## src/rtl/fft_frame_sched.sv

```systemverilog
// -----------------------------------------------------------------------------
// fft_frame_sched
//   Shares one fft_top instance between N_CH sample sources. An IDLE/STREAM/GAP
//   FSM grants one channel at a time (round-robin) and streams exactly FFT_LEN
//   contiguous samples into fft_top. The granted channel id is queued in a tag
//   FIFO so each serial result burst coming back from fft_top can be re-tagged
//   with its channel id plus start/end-of-frame markers.
//
// Ports
//   clk, rst_n              clock, asynchronous active-low reset
//   enable_i                permit new grants (a running frame always completes)
//   ch_req_i[N_CH]          channel k has a full frame ready
//   ch_re_i / ch_im_i       per-channel samples, slice k = [k*DATA_WID +: DATA_WID]
//   ch_rd_o[N_CH]           one-hot read strobe, sample consumed the same cycle
//   fft_re_o/fft_im_o/fft_val_o   registered sample stream to fft_top
//   fft_re_i/fft_im_i/fft_val_i   result stream from fft_top
//   out_re_o/out_im_o/out_val_o   registered, tagged result stream
//   out_ch_o, out_sop_o, out_eop_o  channel tag and frame markers
//   busy_o                  FSM active or frames still in flight
//   err_orphan_o            sticky: a result burst arrived with no tag queued
// -----------------------------------------------------------------------------
module fft_frame_sched #(
   parameter int DATA_WID  = 16,
   parameter int FFT_LEN   = 32,
   parameter int LOG2_LEN  = 5,
   parameter int N_CH      = 4,
   parameter int CH_W      = 2,
   parameter int GAP_CYC   = 1,
   parameter int TAG_DEPTH = 4
) (
   input  logic                     clk,
   input  logic                     rst_n,
   input  logic                     enable_i,
   input  logic [N_CH-1:0]          ch_req_i,
   input  logic [N_CH*DATA_WID-1:0] ch_re_i,
   input  logic [N_CH*DATA_WID-1:0] ch_im_i,
   output logic [N_CH-1:0]          ch_rd_o,
   output logic [DATA_WID-1:0]      fft_re_o,
   output logic [DATA_WID-1:0]      fft_im_o,
   output logic                     fft_val_o,
   input  logic [DATA_WID-1:0]      fft_re_i,
   input  logic [DATA_WID-1:0]      fft_im_i,
   input  logic                     fft_val_i,
   output logic [DATA_WID-1:0]      out_re_o,
   output logic [DATA_WID-1:0]      out_im_o,
   output logic                     out_val_o,
   output logic [CH_W-1:0]          out_ch_o,
   output logic                     out_sop_o,
   output logic                     out_eop_o,
   output logic                     busy_o,
   output logic                     err_orphan_o
);

   localparam logic [1:0] ST_IDLE   = 2'd0;
   localparam logic [1:0] ST_STREAM = 2'd1;
   localparam logic [1:0] ST_GAP    = 2'd2;

   localparam int TAG_AW = (TAG_DEPTH > 1) ? $clog2(TAG_DEPTH) : 1;
   localparam int GAP_W  = (GAP_CYC > 1) ? $clog2(GAP_CYC) : 1;

   localparam logic [LOG2_LEN-1:0] LAST_IDX = LOG2_LEN'(FFT_LEN - 1);
   localparam logic [GAP_W-1:0]    GAP_LAST = GAP_W'(GAP_CYC - 1);
   localparam logic [TAG_AW:0]     TAG_FULL = (TAG_AW+1)'(TAG_DEPTH);
   localparam logic [TAG_AW-1:0]   TAG_TOP  = TAG_AW'(TAG_DEPTH - 1);
   localparam logic [CH_W-1:0]     CH_TOP   = CH_W'(N_CH - 1);

   // ---------------------------------------------------------------- state
   logic [1:0]          state_q, state_d;
   logic [CH_W-1:0]     gnt_q, gnt_d;
   logic [CH_W-1:0]     rr_ptr_q, rr_ptr_d;
   logic [LOG2_LEN-1:0] in_cnt_q, in_cnt_d;
   logic [GAP_W-1:0]    gap_cnt_q, gap_cnt_d;

   logic [DATA_WID-1:0] fft_re_q, fft_re_d;
   logic [DATA_WID-1:0] fft_im_q, fft_im_d;
   logic                fft_val_q, fft_val_d;

   logic [CH_W-1:0]     tag_mem_q [TAG_DEPTH];
   logic [CH_W-1:0]     tag_mem_d [TAG_DEPTH];
   logic [TAG_AW-1:0]   tag_wr_q, tag_wr_d;
   logic [TAG_AW-1:0]   tag_rd_q, tag_rd_d;
   logic [TAG_AW:0]     tag_cnt_q, tag_cnt_d;

   logic [LOG2_LEN-1:0] out_cnt_q, out_cnt_d;
   logic                orph_burst_q, orph_burst_d;
   logic                err_q, err_d;
   logic [DATA_WID-1:0] out_re_q, out_re_d;
   logic [DATA_WID-1:0] out_im_q, out_im_d;
   logic                out_val_q, out_val_d;
   logic [CH_W-1:0]     out_ch_q, out_ch_d;
   logic                out_sop_q, out_sop_d;
   logic                out_eop_q, out_eop_d;

   logic                tag_empty, tag_full, tag_push, tag_pop;
   logic                start, burst_orph;
   logic                arb_found;
   logic [CH_W-1:0]     arb_win;
   int                  arb_idx;

   assign tag_empty = (tag_cnt_q == '0);
   assign tag_full  = (tag_cnt_q == TAG_FULL);

   function automatic logic [TAG_AW-1:0] tag_inc(input logic [TAG_AW-1:0] p);
      return (p == TAG_TOP) ? '0 : p + TAG_AW'(1);
   endfunction

   // ------------------------------------------------------------- arbiter
   // First requester at or after rr_ptr, wrapping around the channel ring.
   always_comb begin
      arb_found = 1'b0;
      arb_win   = '0;
      arb_idx   = 0;
      for (int i = 0; i < N_CH; i++) begin
         arb_idx = (int'(rr_ptr_q) + i) % N_CH;
         if (!arb_found && ch_req_i[CH_W'(arb_idx)]) begin
            arb_found = 1'b1;
            arb_win   = CH_W'(arb_idx);
         end
      end
   end

   // A tag slot must be free before a frame is granted, so the FIFO never
   // overflows even if fft_top stalls its output indefinitely.
   assign start = (state_q == ST_IDLE) && enable_i && arb_found && !tag_full;

   // ----------------------------------------------------------------- FSM
   always_comb begin
      state_d   = state_q;
      gnt_d     = gnt_q;
      rr_ptr_d  = rr_ptr_q;
      in_cnt_d  = in_cnt_q;
      gap_cnt_d = gap_cnt_q;
      case (state_q)
         ST_IDLE: begin
            if (start) begin
               gnt_d    = arb_win;
               rr_ptr_d = (arb_win == CH_TOP) ? '0 : arb_win + CH_W'(1);
               in_cnt_d = '0;
               state_d  = ST_STREAM;
            end
         end
         ST_STREAM: begin
            in_cnt_d = in_cnt_q + LOG2_LEN'(1);
            if (in_cnt_q == LAST_IDX) begin
               in_cnt_d  = '0;
               gap_cnt_d = '0;
               state_d   = (GAP_CYC > 0) ? ST_GAP : ST_IDLE;
            end
         end
         ST_GAP: begin
            gap_cnt_d = gap_cnt_q + GAP_W'(1);
            if (gap_cnt_q == GAP_LAST) begin
               gap_cnt_d = '0;
               state_d   = ST_IDLE;
            end
         end
         default: state_d = ST_IDLE;
      endcase
   end

   always_comb begin
      ch_rd_o = '0;
      if (state_q == ST_STREAM) ch_rd_o[gnt_q] = 1'b1;
   end

   // ---------------------------------------------------------- input path
   always_comb begin
      fft_val_d = (state_q == ST_STREAM);
      fft_re_d  = '0;
      fft_im_d  = '0;
      if (state_q == ST_STREAM) begin
         fft_re_d = ch_re_i[int'(gnt_q)*DATA_WID +: DATA_WID];
         fft_im_d = ch_im_i[int'(gnt_q)*DATA_WID +: DATA_WID];
      end
   end

   // --------------------------------------------------- output path + tags
   // A burst is classified on its first bin: with no tag queued it is an
   // orphan, and that decision sticks for the rest of the burst.
   assign burst_orph = (out_cnt_q == '0) ? tag_empty : orph_burst_q;
   assign tag_push   = start;
   assign tag_pop    = fft_val_i && !burst_orph && (out_cnt_q == LAST_IDX);

   always_comb begin
      out_cnt_d    = out_cnt_q;
      orph_burst_d = orph_burst_q;
      err_d        = err_q;
      out_val_d    = fft_val_i && !burst_orph;
      out_re_d     = '0;
      out_im_d     = '0;
      out_ch_d     = '0;
      out_sop_d    = 1'b0;
      out_eop_d    = 1'b0;
      if (fft_val_i) begin
         out_cnt_d    = (out_cnt_q == LAST_IDX) ? '0 : out_cnt_q + LOG2_LEN'(1);
         orph_burst_d = burst_orph;
         if (out_cnt_q == '0 && tag_empty) err_d = 1'b1;
      end
      if (out_val_d) begin
         out_re_d  = fft_re_i;
         out_im_d  = fft_im_i;
         out_ch_d  = tag_mem_q[tag_rd_q];
         out_sop_d = (out_cnt_q == '0);
         out_eop_d = (out_cnt_q == LAST_IDX);
      end
   end

   always_comb begin
      tag_mem_d = tag_mem_q;
      tag_wr_d  = tag_wr_q;
      tag_rd_d  = tag_rd_q;
      tag_cnt_d = tag_cnt_q;
      if (tag_push) begin
         tag_mem_d[tag_wr_q] = arb_win;
         tag_wr_d            = tag_inc(tag_wr_q);
      end
      if (tag_pop) tag_rd_d = tag_inc(tag_rd_q);
      case ({tag_push, tag_pop})
         2'b10:   tag_cnt_d = tag_cnt_q + (TAG_AW+1)'(1);
         2'b01:   tag_cnt_d = tag_cnt_q - (TAG_AW+1)'(1);
         default: tag_cnt_d = tag_cnt_q;
      endcase
   end

   // ---------------------------------------------------------------- flops
   always_ff @(posedge clk or negedge rst_n) begin
      if (!rst_n) begin
         state_q      <= ST_IDLE;
         gnt_q        <= '0;
         rr_ptr_q     <= '0;
         in_cnt_q     <= '0;
         gap_cnt_q    <= '0;
         fft_re_q     <= '0;
         fft_im_q     <= '0;
         fft_val_q    <= 1'b0;
         for (int i = 0; i < TAG_DEPTH; i++) tag_mem_q[i] <= '0;
         tag_wr_q     <= '0;
         tag_rd_q     <= '0;
         tag_cnt_q    <= '0;
         out_cnt_q    <= '0;
         orph_burst_q <= 1'b0;
         err_q        <= 1'b0;
         out_re_q     <= '0;
         out_im_q     <= '0;
         out_val_q    <= 1'b0;
         out_ch_q     <= '0;
         out_sop_q    <= 1'b0;
         out_eop_q    <= 1'b0;
      end else begin
         state_q      <= state_d;
         gnt_q        <= gnt_d;
         rr_ptr_q     <= rr_ptr_d;
         in_cnt_q     <= in_cnt_d;
         gap_cnt_q    <= gap_cnt_d;
         fft_re_q     <= fft_re_d;
         fft_im_q     <= fft_im_d;
         fft_val_q    <= fft_val_d;
         tag_mem_q    <= tag_mem_d;
         tag_wr_q     <= tag_wr_d;
         tag_rd_q     <= tag_rd_d;
         tag_cnt_q    <= tag_cnt_d;
         out_cnt_q    <= out_cnt_d;
         orph_burst_q <= orph_burst_d;
         err_q        <= err_d;
         out_re_q     <= out_re_d;
         out_im_q     <= out_im_d;
         out_val_q    <= out_val_d;
         out_ch_q     <= out_ch_d;
         out_sop_q    <= out_sop_d;
         out_eop_q    <= out_eop_d;
      end
   end

   assign fft_re_o     = fft_re_q;
   assign fft_im_o     = fft_im_q;
   assign fft_val_o    = fft_val_q;
   assign out_re_o     = out_re_q;
   assign out_im_o     = out_im_q;
   assign out_val_o    = out_val_q;
   assign out_ch_o     = out_ch_q;
   assign out_sop_o    = out_sop_q;
   assign out_eop_o    = out_eop_q;
   assign err_orphan_o = err_q;
   assign busy_o       = (state_q != ST_IDLE) || !tag_empty;

endmodule

```

## config.mk

```make
export PLATFORM = sky130hd
export DESIGN_NAME = fft_frame_sched
export DESIGN_NICKNAME = d
export VERILOG_FILES = /design/src/rtl/fft_frame_sched.sv
export SDC_FILE = /design/constraint.sdc
export NUM_CORES = 1
export LEC_CHECK = 0
export ABC_AREA = 1
export BUFFER_PORTS_ARGS = -buffer_cell sky130_fd_sc_hd__buf_4
export CAP_MARGIN = 30
export CELL_PAD_IN_SITES_DETAIL_PLACEMENT = 1
export CELL_PAD_IN_SITES_GLOBAL_PLACEMENT = 1
export CORE_AREA = 10 10 131 133
export DETAILED_ROUTE_END_ITERATION = 8
export DIE_AREA = 0 0 141 143
export PLACE_DENSITY = 0.82
export SETUP_SLACK_MARGIN = 0.3
export SLEW_MARGIN = 20
export SYNTH_ARGS = -nofsm -noshare
export SYNTH_HDL_FRONTEND = slang
export SYNTH_SLANG_ARGS = --single-unit
```

## constraint.sdc

```tcl
create_clock -name clk -period 5 [get_ports clk]
set_input_delay 1 -clock clk [delete_from_list [all_inputs] [get_ports clk]]
set_output_delay 1 -clock clk [all_outputs]
set_load 0.05 [all_outputs]
```

### Word level (Yosys, flattened, before mapping)

Cells that the tools add are included.

| operators by class | value |
|---|---|
| reduce and logical (&&, ||, !) cells | 30 |
| shifts and indexed selects | 2 |
| add/subtract/negate cells | 11 |
| equality and inequality tests | 13 |
| bitwise operators | 2 |
| magnitude comparators | 9 |
| multiplexer cells | 52 |

Operator list:

| cell | number |
|---|---|
| $shiftx A64 B7 Y16 | 2 |
| $mux W16 | 4 |
| $mux W2 | 14 |
| $mux W1 | 18 |
| $lt A2 B4 Y1 const B | 4 |
| $mux W5 | 3 |
| $logic_and A1 B1 Y1 | 11 |
| $add A5 B1 Y5 const B | 2 |
| $eq A2 B2 Y1 const B | 5 |
| $eq A5 B5 Y1 const B | 2 |
| $pmux W5 S2 | 1 |
| $add A2 B1 Y2 const B | 4 |
| $bmux W1 S2 | 4 |
| $bwmux W8 | 1 |
| $reduce_and A2 Y1 | 4 |
| $reduce_bool A2 Y1 | 4 |
| $ge A3 B3 Y1 const B | 2 |
| $logic_not A1 Y1 | 6 |
| $not A2 Y3 | 2 |
| $pmux W2 S3 | 1 |
| $pmux W3 S2 | 1 |
| $logic_not A5 Y1 | 1 |
| $add A2 B2 Y2 const B | 2 |
| $bmux W2 S2 | 1 |
| other kinds (18) | 20 |

| storage, ports and cells | value |
|---|---|
| logic and storage cells | 143 |
| input port bits | 168 |
| register bits | 104 |
| output and inout bits | 76 |

### Longest topological paths before layout

| depth | value |
|---|---|
| depth in word-level cells | 17 |
| depth in mapped cells | 17 |
| mapped depth without buffers | 14 |

### Worst setup path before layout

Ideal clock, no wire load.

| path | value |
|---|---|
| path kind | register to output |
| from | register gnt_q[0] |
| to | output ch_rd_o[1] |
| arrival time | 1.973 ns |
| setup slack | 2.027 ns |
| required time | 4.000 ns |
| stages on the path, launching flop included | 5 |
| path buffers | 2 |
| cells stage by stage | dfrtp_1 buf_2 clkinv_1 clkbuf_1 nor3_1 |

| on the way | value |
|---|---|
| longest elaborated chain between the ends | 5 |
| elaborated cells between the ends (all ways) | 6 |
| those cells by class | order compare: 2; mux: 3; reduce/logical: 1 |

RTL lines:

| element | line | source |
|---|---|---|
| start: declaration | 69 | `logic [CH_W-1:0] gnt_q, gnt_d;` |
| start signal: assignment | 251 | `gnt_q <= gnt_d;` |
| $lt A2 B3 Y1 (not written as such) / $ge A2 B1 Y1 (equally long branches) | 163 | `if (state_q == ST_STREAM) ch_rd_o[gnt_q] = 1'b1;` |
| $logic_and A1 B1 Y1 (not written as such) | 163 |  |
| $mux W1 (not written as such) | 163 |  |
| $demux W1 S2 * | 163 |  |
| $mux W4 * | 163 |  |
| end: declaration | 37 | `output logic [N_CH-1:0] ch_rd_o,` |

Mark *: on every way between the ends. The rest lies on a longest branch, timed or not.

### Final worst setup path

| path | value |
|---|---|
| from | register state_q[0] |
| to | output ch_rd_o[0] |

| on the way | value |
|---|---|
| longest elaborated chain between the ends | 2 |

RTL lines:

| element | line | source |
|---|---|---|
| start: declaration | 68 | `logic [1:0] state_q, state_d;` |
| start signal: assignment | 250 | `state_q <= state_d;` |
| $eq A2 B1 Y1 | n/a |  |
| net fft_val_d | 76 | `logic fft_val_q, fft_val_d;` |
| $mux W4 | 163 |  |

The timed path passes the listed nets, and every way through them passes these cells.

==> flow_summary.yaml <==
worst_setup_path:
  cpLargestDelayFamily: "buffers and inverters"
  r2r-start: "out_cnt_q[0]"
  worst-setup-path-type: "register to primary output"
  arrival_ns: 2.04
  rrSetupSlack_ns: 2.21
  cp-end-kind: "primary output"
  start_kind: "register"
  cp-endpoint: "ch_rd_o[0]"
  slowest_stage: "inv_1"
  cp-startpoint: "state_q[0]"
  rr_endpoint: "tag_cnt_q[2]"
  worst-r2r-cell-count: 14
  cp_cell_sequence: "inv_1, nor2_1, inv_1, buf_4, nor3_1, buf_4"
  worstPathRequired_ns: 4.00
  slowest_delay_ns: 0.44
  critPathBufInv: 4
  crit_cells: 6
  crit_fanout: 24
timing:
  fin_tns_setup_ns: 0
  hold_viol_final: 0
  fmax_ghz: 0.329
  maxSlewViolCount: 0
  setup_slack_ns: 1.96
  post-route-period-util_pct: 60.7
  worst_slew_pin_slew_ns: 0.764
  setup_violations: 0
  finalClockSkew_ns: 0.00970
  timing.slew.headroom_pct: 48.9
  final.min_clock_period_ns: 3.04
  rsz0062_at_grt: "no"
synth:
  synth_edf_count: 0
  syn_inst: 556
  syn_area_per_cell_um2: 8.93
  synth_top_cell_area_share_pct: 51.9
  seq_area_frac_synth_pct: 51.9
  synth.most_common_cell: "dfrtp_1"
  synth_common_cells: "dfrtp_1, nand3_1, inv_1"
  yosys_register_bits: 103
  yosysUniqueCellTypes: 36
  ys.flop_type: "dfrtp_1"
  synth_area_mm2: 0.00497
  syn_nets: 736
  async_reset_ff_share_pct: 100
  synth_largest_area_cell: "dfrtp_1"
  ys_warn_count: 0
  ys_top_cells_by_area: "dfrtp_1, nand3_1, inv_1"
clocking:
  tritoncts: "yes"
  cts_root_buf: "clkbuf_16"
  cts_resized: 0
  cts_setup_buffers: 0
  cts_buffers: 9
  cts.sinks: 103
  clkTransAtPathRegs_ns: 0.08
  htree_levels: 3
  clkLatencyLatePin_ns: 0.34
  clk_path_buf_depth: 2
  hold_buffers: 0
run_status:
  status: "complete, no violations"
finish:
  instances_no_fill: 974
  fin_nets: 965
  drive_gt1_share_pct: 37.8
  antenna_cells: 0
  fillers: 1686
  regArea_mm2: 0.00258
  multi_input_area_mm2: 0.00193
  syn_to_final_growth_pct: 45.5
global_routing:
  grt-ovfl-total: 0
  grt_pass1_vias: 5575
  grt_antenna_before_repair: 0
  grt_pass1_wl_mm: 28.6
  grt_max_degree: 56
  grt_use_total_pct: 17.4
floorplanning:
  io_pins: 244
  die-area_mm2: 0.0202
  core_mm2: 0.0144
  die_height_um: 143
  die_x_um: 141
  start_util_pct: 34.4
  rows: 44
placed_design:
  place_ws_ns: 1.92
  io_buffers: 243
  place_inst: 958
  place.gp.congestion: 0.879
  hpwlAfterDp_mm: 14.7
flow_run:
  cap_violations: 0
routing:
  drt-total-wl_mm: 18.0
  met1Wirelength_mm: 6.79
  via_count: 4773
  via_per_inst: 4.90
  met2_length_mm: 9.10
  detail-route-antenna-nets: 0
  first_pass_iters: 5
  wl_per_cell_um: 18.5
  drtIter0Drc: 122
  remaining_drc_errors: 0
  wl_met3_mm: 1.81
  top_layer: "met4"
pwr:
  leakage_uw: 0.00378
  total_power_uw: 4530
  power_density_mw_per_mm2: 628
  vdd_drop_max_v: 0.000285
worst_hold_path:
  min_path_type: "register to register"
[power breakdown]
part | leakage (uW) | total [uW] | internal [uW] | switching [uW]
Sequential | 0.00131 | 1320 | 1130 | 192
Combinational | 0.00233 | 2530 | 783 | 1740
Clock | 0.000141 | 681 | 359 | 322
Total | 0.00378 | 4530 | 2270 | 2260
[how the worst min path moves through the flow]
stage | slack [ns] | cells after the start | to | from
detailed placement | 0.48 | 1 | err_orphan_o | err_orphan_o
CTS | 0.47 | 1 | fft_val_o | state_q[1]
global placement | 0.46 | 1 | fft_val_o | state_q[1]
global route | 0.50 | 1 | fft_val_o | state_q[1]
floorplan | 0.44 | 1 | fft_val_o | state_q[1]
finish | 0.46 | 1 | fft_val_o | state_q[1]
[cell families (layout without fill, tap and decap cells)]
logic type / after synthesis / in the layout / share of synthesized area [%]
AND/OR/NAND/NOR: 217 / 217 / 21.3
buffers and inverters: 113 / 347 / 9.37
AO/OA/AOI/OAI: 106 / 106 / 13.4
adder cells (fa/ha/maj): 12 / 12 / 3.17
XOR/XNOR: 5 / 5 / 0.882
flip-flops: 103 / 103 / 51.9
[layout by cell type, fill, tap and decap left out, drive strengths merged, types with 3 or more instances in the layout]
cell | Yosys | layout
clkbuf | 23 | 10
o21ai | 26 | 26
nor3 | 9 | 9
inv | 79 | 82
a21oi | 10 | 10
nand2 | 74 | 74
xnor2 | 3 | 3
nand3 | 80 | 80
clkinv | 2 | 4
buf | 9 | 250
nor2 | 50 | 50
ha | 11 | 11
a22oi | 32 | 32
a31oi | 34 | 34
dfrtp | 103 | 103
[routing by layer]
| metal | track usage [%] | up-vias |
|---|---|---|
| met1 | 18.3 | 2260 |
| li1 | - | 2306 |
| met2 | 30.7 | 187 |
| met4 | 5.11 | 0 |
| met3 | 7.99 | 20 |
| met5 | 0 | - |
[state kept, by name, summed over array words and instances, names as in the netlist, 2 cells and up, named ones only]
signal / cells
fft_im_o: 16
in_cnt_q: 5
tag_rd_q: 2
tag_mem_q: 8
fft_re_o: 16
out_im_o: 16
out_re_o: 16
tag_wr_q: 2
state_q: 2
out_cnt_q: 5
out_ch_o: 2
tag_cnt_q: 3
gnt_q: 2
[through the flow]
step	cell area (um^2)	utilization [%]	hold WS (ns)
global route	7220	50.1	0.503
finish	7220	50.1	0.461
floorplan	4970	-	0.437
detailed placement	6930	48.1	0.476
global placement	6910	47.9	0.458
CTS	7220	50.1	0.474
[cell type report]
type | instances | share of cell area [%]
repair buffers | 250 | 26.1
clock buffers | 10 | 3.31
multi-input cells | 340 | 26.8
well taps | 184 | 3.19
flip-flops and latches | 103 | 35.7
inverters | 81 | 4.26
clock inverters | 6 | 0.693
(Power assumes the default switching activity.)
